===== config.mk =====
export PLATFORM = sky130hd
export DESIGN_NAME = watch_set_ctrl
export DESIGN_NICKNAME = d
export VERILOG_FILES = /design/src/rtl/watch_pkg.sv /design/src/rtl/btn_repeat.sv /design/src/rtl/watch_set_ctrl.sv
export SDC_FILE = /design/constraint.sdc
export NUM_CORES = 1
export LEC_CHECK = 0
export ABC_AREA = 0
export CAP_MARGIN = 25
export CORE_AREA = 2 2 64 66
export CTS_BUF_LIST = sky130_fd_sc_hd__clkbuf_4
export DETAILED_ROUTE_END_ITERATION = 10
export DIE_AREA = 0 0 66 68
export GPL_TIMING_DRIVEN = 0
export HOLD_SLACK_MARGIN = 0.06
export PLACE_DENSITY_LB_ADDON = 0.12
export RECOVER_POWER = 50
export SLEW_MARGIN = 25
export SYNTH_ARGS = -nofsm -noshare
export SYNTH_HDL_FRONTEND = slang
export SYNTH_SLANG_ARGS = --single-unit

===== constraint.sdc =====
create_clock -name clk -period 1.7 [get_ports clk]
set_input_delay 0.34 -clock clk [delete_from_list [all_inputs] [get_ports clk]]
set_output_delay 0.34 -clock clk [all_outputs]
set_load 0.005 [all_outputs]

===== src/rtl/watch_pkg.sv =====
// Shared definitions for the watch time-setting controller: state encoding,
// field-select codes and default timing constants in tick_100hz units.
package watch_pkg;

    typedef enum logic [1:0] {
        ST_IDLE     = 2'd0,
        ST_SET_SEC  = 2'd1,
        ST_SET_MIN  = 2'd2,
        ST_SET_HOUR = 2'd3
    } state_e;

    localparam logic [1:0] SEL_NONE = 2'd0;
    localparam logic [1:0] SEL_SEC  = 2'd1;
    localparam logic [1:0] SEL_MIN  = 2'd2;
    localparam logic [1:0] SEL_HOUR = 2'd3;

    localparam int unsigned HOLD_DLY_DEF   = 50;
    localparam int unsigned REPEAT_PER_DEF = 10;
    localparam int unsigned BLINK_HALF_DEF = 25;
    localparam int unsigned TIMEOUT_DEF    = 1000;

    function automatic logic [1:0] sel_of(input state_e s);
        logic [1:0] r;
        r = SEL_NONE;
        case (s)
            ST_SET_SEC:  r = SEL_SEC;
            ST_SET_MIN:  r = SEL_MIN;
            ST_SET_HOUR: r = SEL_HOUR;
            default:     r = SEL_NONE;
        endcase
        return r;
    endfunction

endpackage


===== src/rtl/btn_repeat.sv =====
// Rising-edge detect plus hold-delay / auto-repeat pulse request for btn_up.
// Repeat only runs after an edge accepted while enabled; disabling clears it.
module btn_repeat #(
    parameter int unsigned HOLD_DLY   = 50,
    parameter int unsigned REPEAT_PER = 10
) (
    input  logic clk,
    input  logic reset,
    input  logic en,
    input  logic tick,
    input  logic btn,
    output logic pulse_c
);

    localparam int unsigned MAX_PER = (HOLD_DLY > REPEAT_PER) ? HOLD_DLY : REPEAT_PER;
    localparam int unsigned CW      = $clog2(MAX_PER) + 1;

    logic          btn_q;
    logic          active;
    logic          rep;
    logic [CW-1:0] cnt;
    logic          edge_c;
    logic          hit_c;

    assign edge_c  = btn && !btn_q;
    assign hit_c   = active && btn && tick &&
                     (rep ? (cnt >= CW'(REPEAT_PER - 1)) : (cnt >= CW'(HOLD_DLY - 1)));
    assign pulse_c = en && (edge_c || hit_c);

    // Ticks in the edge cycle are not counted so the hold delay starts after the press
    always_ff @(posedge clk or negedge reset) begin
        if (!reset) begin
            btn_q  <= 1'b0;
            active <= 1'b0;
            rep    <= 1'b0;
            cnt    <= '0;
        end else begin
            btn_q <= btn;
            if (!en || !btn) begin
                active <= 1'b0;
                rep    <= 1'b0;
                cnt    <= '0;
            end else if (edge_c) begin
                active <= 1'b1;
                rep    <= 1'b0;
                cnt    <= '0;
            end else if (hit_c) begin
                rep <= 1'b1;
                cnt <= '0;
            end else if (active && tick && (cnt != '1)) begin
                cnt <= cnt + CW'(1);
            end
        end
    end

endmodule


===== src/rtl/watch_set_ctrl.sv =====
// Time-setting controller: field-select FSM, inactivity timeout, field blink,
// and routing of btn_up increment pulses to the selected field.
module watch_set_ctrl
    import watch_pkg::*;
#(
    parameter int unsigned HOLD_DLY   = HOLD_DLY_DEF,
    parameter int unsigned REPEAT_PER = REPEAT_PER_DEF,
    parameter int unsigned BLINK_HALF = BLINK_HALF_DEF,
    parameter int unsigned TIMEOUT    = TIMEOUT_DEF
) (
    input  logic       clk,
    input  logic       reset,
    input  logic       sw_mode,
    input  logic       tick_100hz,
    input  logic       btn_next,
    input  logic       btn_exit,
    input  logic       btn_up,
    output logic       o_h,
    output logic       o_m,
    output logic       o_s,
    output logic [1:0] sel,
    output logic       blink_on
);

    localparam int unsigned TW = $clog2(TIMEOUT) + 1;
    localparam int unsigned BW = $clog2(BLINK_HALF) + 1;

    state_e        state;
    state_e        state_nxt;
    logic [TW-1:0] tcnt;
    logic [TW-1:0] tcnt_nxt;
    logic [BW-1:0] bcnt;
    logic [BW-1:0] bcnt_nxt;
    logic          blink_nxt;
    logic          set_st;
    logic          chg;
    logic          timeout_c;
    logic          rep_en;
    logic          pulse_c;

    assign set_st    = (state != ST_IDLE);
    assign timeout_c = set_st && tick_100hz && !btn_up && (tcnt >= TW'(TIMEOUT - 1));
    assign chg       = (state_nxt != state);
    assign rep_en    = set_st && !chg;

    btn_repeat #(
        .HOLD_DLY   (HOLD_DLY),
        .REPEAT_PER (REPEAT_PER)
    ) u_btn_repeat (
        .clk     (clk),
        .reset   (reset),
        .en      (rep_en),
        .tick    (tick_100hz),
        .btn     (btn_up),
        .pulse_c (pulse_c)
    );

    // Next state: sw_mode low beats exit, which beats next, which beats timeout
    always_comb begin
        state_nxt = state;
        if (set_st) begin
            if (!sw_mode || btn_exit) begin
                state_nxt = ST_IDLE;
            end else if (btn_next) begin
                case (state)
                    ST_SET_HOUR: state_nxt = ST_SET_MIN;
                    ST_SET_MIN:  state_nxt = ST_SET_SEC;
                    default:     state_nxt = ST_IDLE;
                endcase
            end else if (timeout_c) begin
                state_nxt = ST_IDLE;
            end
        end else if (sw_mode && btn_next) begin
            state_nxt = ST_SET_HOUR;
        end
    end

    // Inactivity and blink counters
    always_comb begin
        tcnt_nxt = tcnt;
        if (!set_st || chg || btn_next || btn_exit || btn_up) begin
            tcnt_nxt = '0;
        end else if (tick_100hz && (tcnt != TW'(TIMEOUT))) begin
            tcnt_nxt = tcnt + TW'(1);
        end

        bcnt_nxt  = bcnt;
        blink_nxt = blink_on;
        if (state_nxt == ST_IDLE) begin
            bcnt_nxt  = '0;
            blink_nxt = 1'b0;
        end else if (chg || btn_up) begin
            bcnt_nxt  = '0;
            blink_nxt = 1'b1;
        end else if (tick_100hz) begin
            if (bcnt >= BW'(BLINK_HALF - 1)) begin
                bcnt_nxt  = '0;
                blink_nxt = !blink_on;
            end else begin
                bcnt_nxt = bcnt + BW'(1);
            end
        end
    end

    always_ff @(posedge clk or negedge reset) begin
        if (!reset) begin
            state    <= ST_IDLE;
            sel      <= SEL_NONE;
            tcnt     <= '0;
            bcnt     <= '0;
            blink_on <= 1'b0;
            o_h      <= 1'b0;
            o_m      <= 1'b0;
            o_s      <= 1'b0;
        end else begin
            state    <= state_nxt;
            sel      <= sel_of(state_nxt);
            tcnt     <= tcnt_nxt;
            bcnt     <= bcnt_nxt;
            blink_on <= blink_nxt;
            o_h      <= pulse_c && (state == ST_SET_HOUR);
            o_m      <= pulse_c && (state == ST_SET_MIN);
            o_s      <= pulse_c && (state == ST_SET_SEC);
        end
    end

endmodule


==> flow_summary.json <==
{
  "detail_route.wl_per_cell_um": 14.29,
  "postRouteAntennaNets": 0,
  "finalHoldViolCount": 0,
  "vias_per_cell": 5.427,
  "syn_nets": 203,
  "fin_crit_ps": 1701,
  "chipWidth_um": 66,
  "yosys.area.top_type_share": 0.4629,
  "ff_latch_area_um2": 857.1,
  "rsz0062_at_grt": "yes",
  "netlist_instances": 190,
  "cp.arrival_ps": 1960,
  "grt_max_degree": 22,
  "die_y_um": 68,
  "vias": 1487,
  "synth.largest_area_cell": "dfrtp_1",
  "max_slew.worst_pin.slew_ps": 859.2,
  "synth.most_common_cell": "dfrtp_1",
  "io_pins": 13,
  "clockBufferDepth": 2,
  "drive_gt1_frac": 0.2098,
  "synth.distinct_cells": 42,
  "setup_viol": 1,
  "dp_slack_ps": -458.9,
  "rows": 23,
  "drc": 0,
  "globalplace.congestion": 0.8294,
  "avgSynthCellArea_um2": 9.674,
  "wirelength_mm": 3.916,
  "hpwl_mm": 2.585,
  "path_clk_slew_ps": 100,
  "path_class": "in -> reg",
  "antenna_found_initial": 0,
  "worstPathCellList": "clkdlybuf4s50_1 > nor2_2 > nand2_1 > nor2_1 > nand4_1 > buf_4 > nor2_1",
  "status": "complete, but fails checks",
  "numCtsBuffers": 5,
  "total_power_uw": 1391,
  "maxSlewHeadroom": 0.4272,
  "cts_root_buf": "clkbuf_4",
  "area_growth_pct": 24.44,
  "die-area_um2": 4488,
  "hold_slack_ps": 473.5,
  "fillCellCount": 326,
  "nNetsFinal": 236,
  "cts_tree": "built",
  "fin_ws_ps": -1.220,
  "dr.pass1.iters": 4,
  "synth_enable_flop_cells": 0,
  "cts_max_level": 2,
  "cts.sinks": 34,
  "cap_violations": 0,
  "violations": "negative setup slack",
  "synth-seq-area-share": 0.4629,
  "slowest_stage": "clkdlybuf4s50_1",
  "power-per-cell-area_nw_per_um2": 608.3,
  "start_kind": "input pin",
  "path_common_cell": "nor2_1",
  "setup_tns_ps": -1.220,
  "grt_pass1_wl_mm": 6.534,
  "synthesis.area_um2": 1838,
  "initial_core_util": 0.4766,
  "yosys_warnings": 0,
  "overflow": 0,
  "maxSlewViolCount": 0,
  "instances_no_fill": 274,
  "max_freq_mhz": 587.8,
  "core_um2": 3856,
  "grt_use_total": 0.1924,
  "ys_ff_latch": 34,
  "drt_iter0_markers": 139,
  "synth.area.top_cells": "dfrtp_1 (46%), xor2_1 (5.7%), nor2_1 (5.5%), ha_1 (4.1%), nand2_1 (3.3%)",
  "post-route-period-util": 1.001,
  "diodes": 0,
  "multi_input_area_um2": 1001,
  "grt_pass1_vias": 1489,
  "clk_latency_ps": 330,
  "finClkSkew_ps": 6.737,
  "hp-class": "in -> reg",
  "portBuffers": 12,
  "worstPathMaxFanout": 6,
  "synth_ff_type": "dfrtp_1",
  "endpoint_kind": "flip-flop",
  "max_stage_delay_ps": 520,
  "async_flop_share": 1.000,
  "leakagePower_uw": 0.0009609,
  "place_inst": 253,
  "ir_worst_vdd_mv": 0.3092,
  "netlist_top_cells_count": "dfrtp_1 (34), nor2_1 (27), nand2_1 (16), xor2_1 (12), inv_1 (9)",
  "crit_required_ps": 1960
}
metrics by stage:
step                instance area [µm²]    util
detailed placement                 2043  0.5299
floorplan                          1838       -
global placement                   2021  0.5240
global route                       2287  0.5931
finish                             2287  0.5931
CTS                                2183  0.5662
sequential cells by signal (all words and copies together), names as in the netlist:
register and cells:
tcnt 11, o_s 1, u_btn_repeat.cnt 7, o_m 1, o_h 1, bcnt 6
state 1, blink_on 1, u_btn_repeat.btn_q 1, u_btn_repeat.rep 1, sel 2, u_btn_repeat.active 1
area by class of cell:
cell class	count	share of cell area
Timing Repair Buffer	26	0.1083
Sequential cell	34	0.3747
Multi-Input combinational cell	142	0.4376
Clock inverter	2	0.003829
Tap cell	50	0.02735
Clock buffer	6	0.01969
Inverter	9	0.01477
Buffer	5	0.01368
cell families after synthesis:
logic type                 Yosys count  share of synthesized area
DFF                                 34                     0.4629
muxes                                2                    0.01157
buffers and inverters               14                    0.03539
AOI/OAI and AO/OA                   29                     0.1191
adders and majority gates            6                    0.04084
xor gates and xnor gates            15                    0.07148
and+or+nand+nor                     90                     0.2587
timing repair:
item / in CTS / in global routing
hold endpoints to repair: 13 / 0
hold buffers: 1 / 0
buffers inserted: 8 / 4
gates resized for setup: 7 / 17
endpoints found under the setup margin: 22 / 23
cloned: 0 / 0
pin swaps: 2 / 5
layer usage:
layer	wire length [µm]	part of all wire	track usage	vias up
met1	1751	0.45	0.2280	716
met3	146	0.037	0.04276	4
met4	38	0.0097	0.1046	0
met5	0	0	0	-
li1	-	-	-	735
met2	1980	0.51	0.3270	32
path summary, 6_finish.rpt:
kind	startpoint	endpoint	slack (ps)	cells past startpoint
max	btn_next	u_btn_repeat.cnt[2]$_DFFE_PN0P_	-1	7
min	btn_up	u_btn_repeat.btn_q$_DFF_PN0_	470	1
max reg2reg	u_btn_repeat.cnt[0]$_DFFE_PN0P_	u_btn_repeat.cnt[2]$_DFFE_PN0P_	10	7
min reg2reg	u_btn_repeat.btn_q$_DFF_PN0_	u_btn_repeat.active$_DFFE_PN0N_	500	1
max in group asynchronous	reset	tcnt[5]$_DFFE_PN0P_	470	3
min in group asynchronous	reset	o_m$_DFF_PN0_	620	2
critical path: cells and delay by family:
kind,cells,cell delay [ps]
and+or+nand+nor,5,870
buffers and inverters,2,750
cells in the final DEF, fill, tap and decap left out, types with 4 or more instances in the layout:
cell type        netlist  final
nand3_1                8      7
inv_1                  9      8
nand2b_1               4      4
clkbuf_4               0      6
and3_1                 5      5
clkdlybuf4s50_1        0     10
ha_1                   6      5
xor2_1                12     12
buf_4                  3     14
nor3_1                 8      6
dfrtp_1               34     29
a21oi_1                8      7
nand2_1               16     16
dfrtp_2                0      5
nor2_1                27     26
nand4_1                6      6
where the power goes:
part           leakage (µW)  internal [µW]  total [µW]  switching, µW
registers          0.000461            818         827           8.87
logic              0.000466           56.9         127           69.7
clock network     0.0000331            171         437            266
No activity file was read; power rests on OpenSTA's default activity.
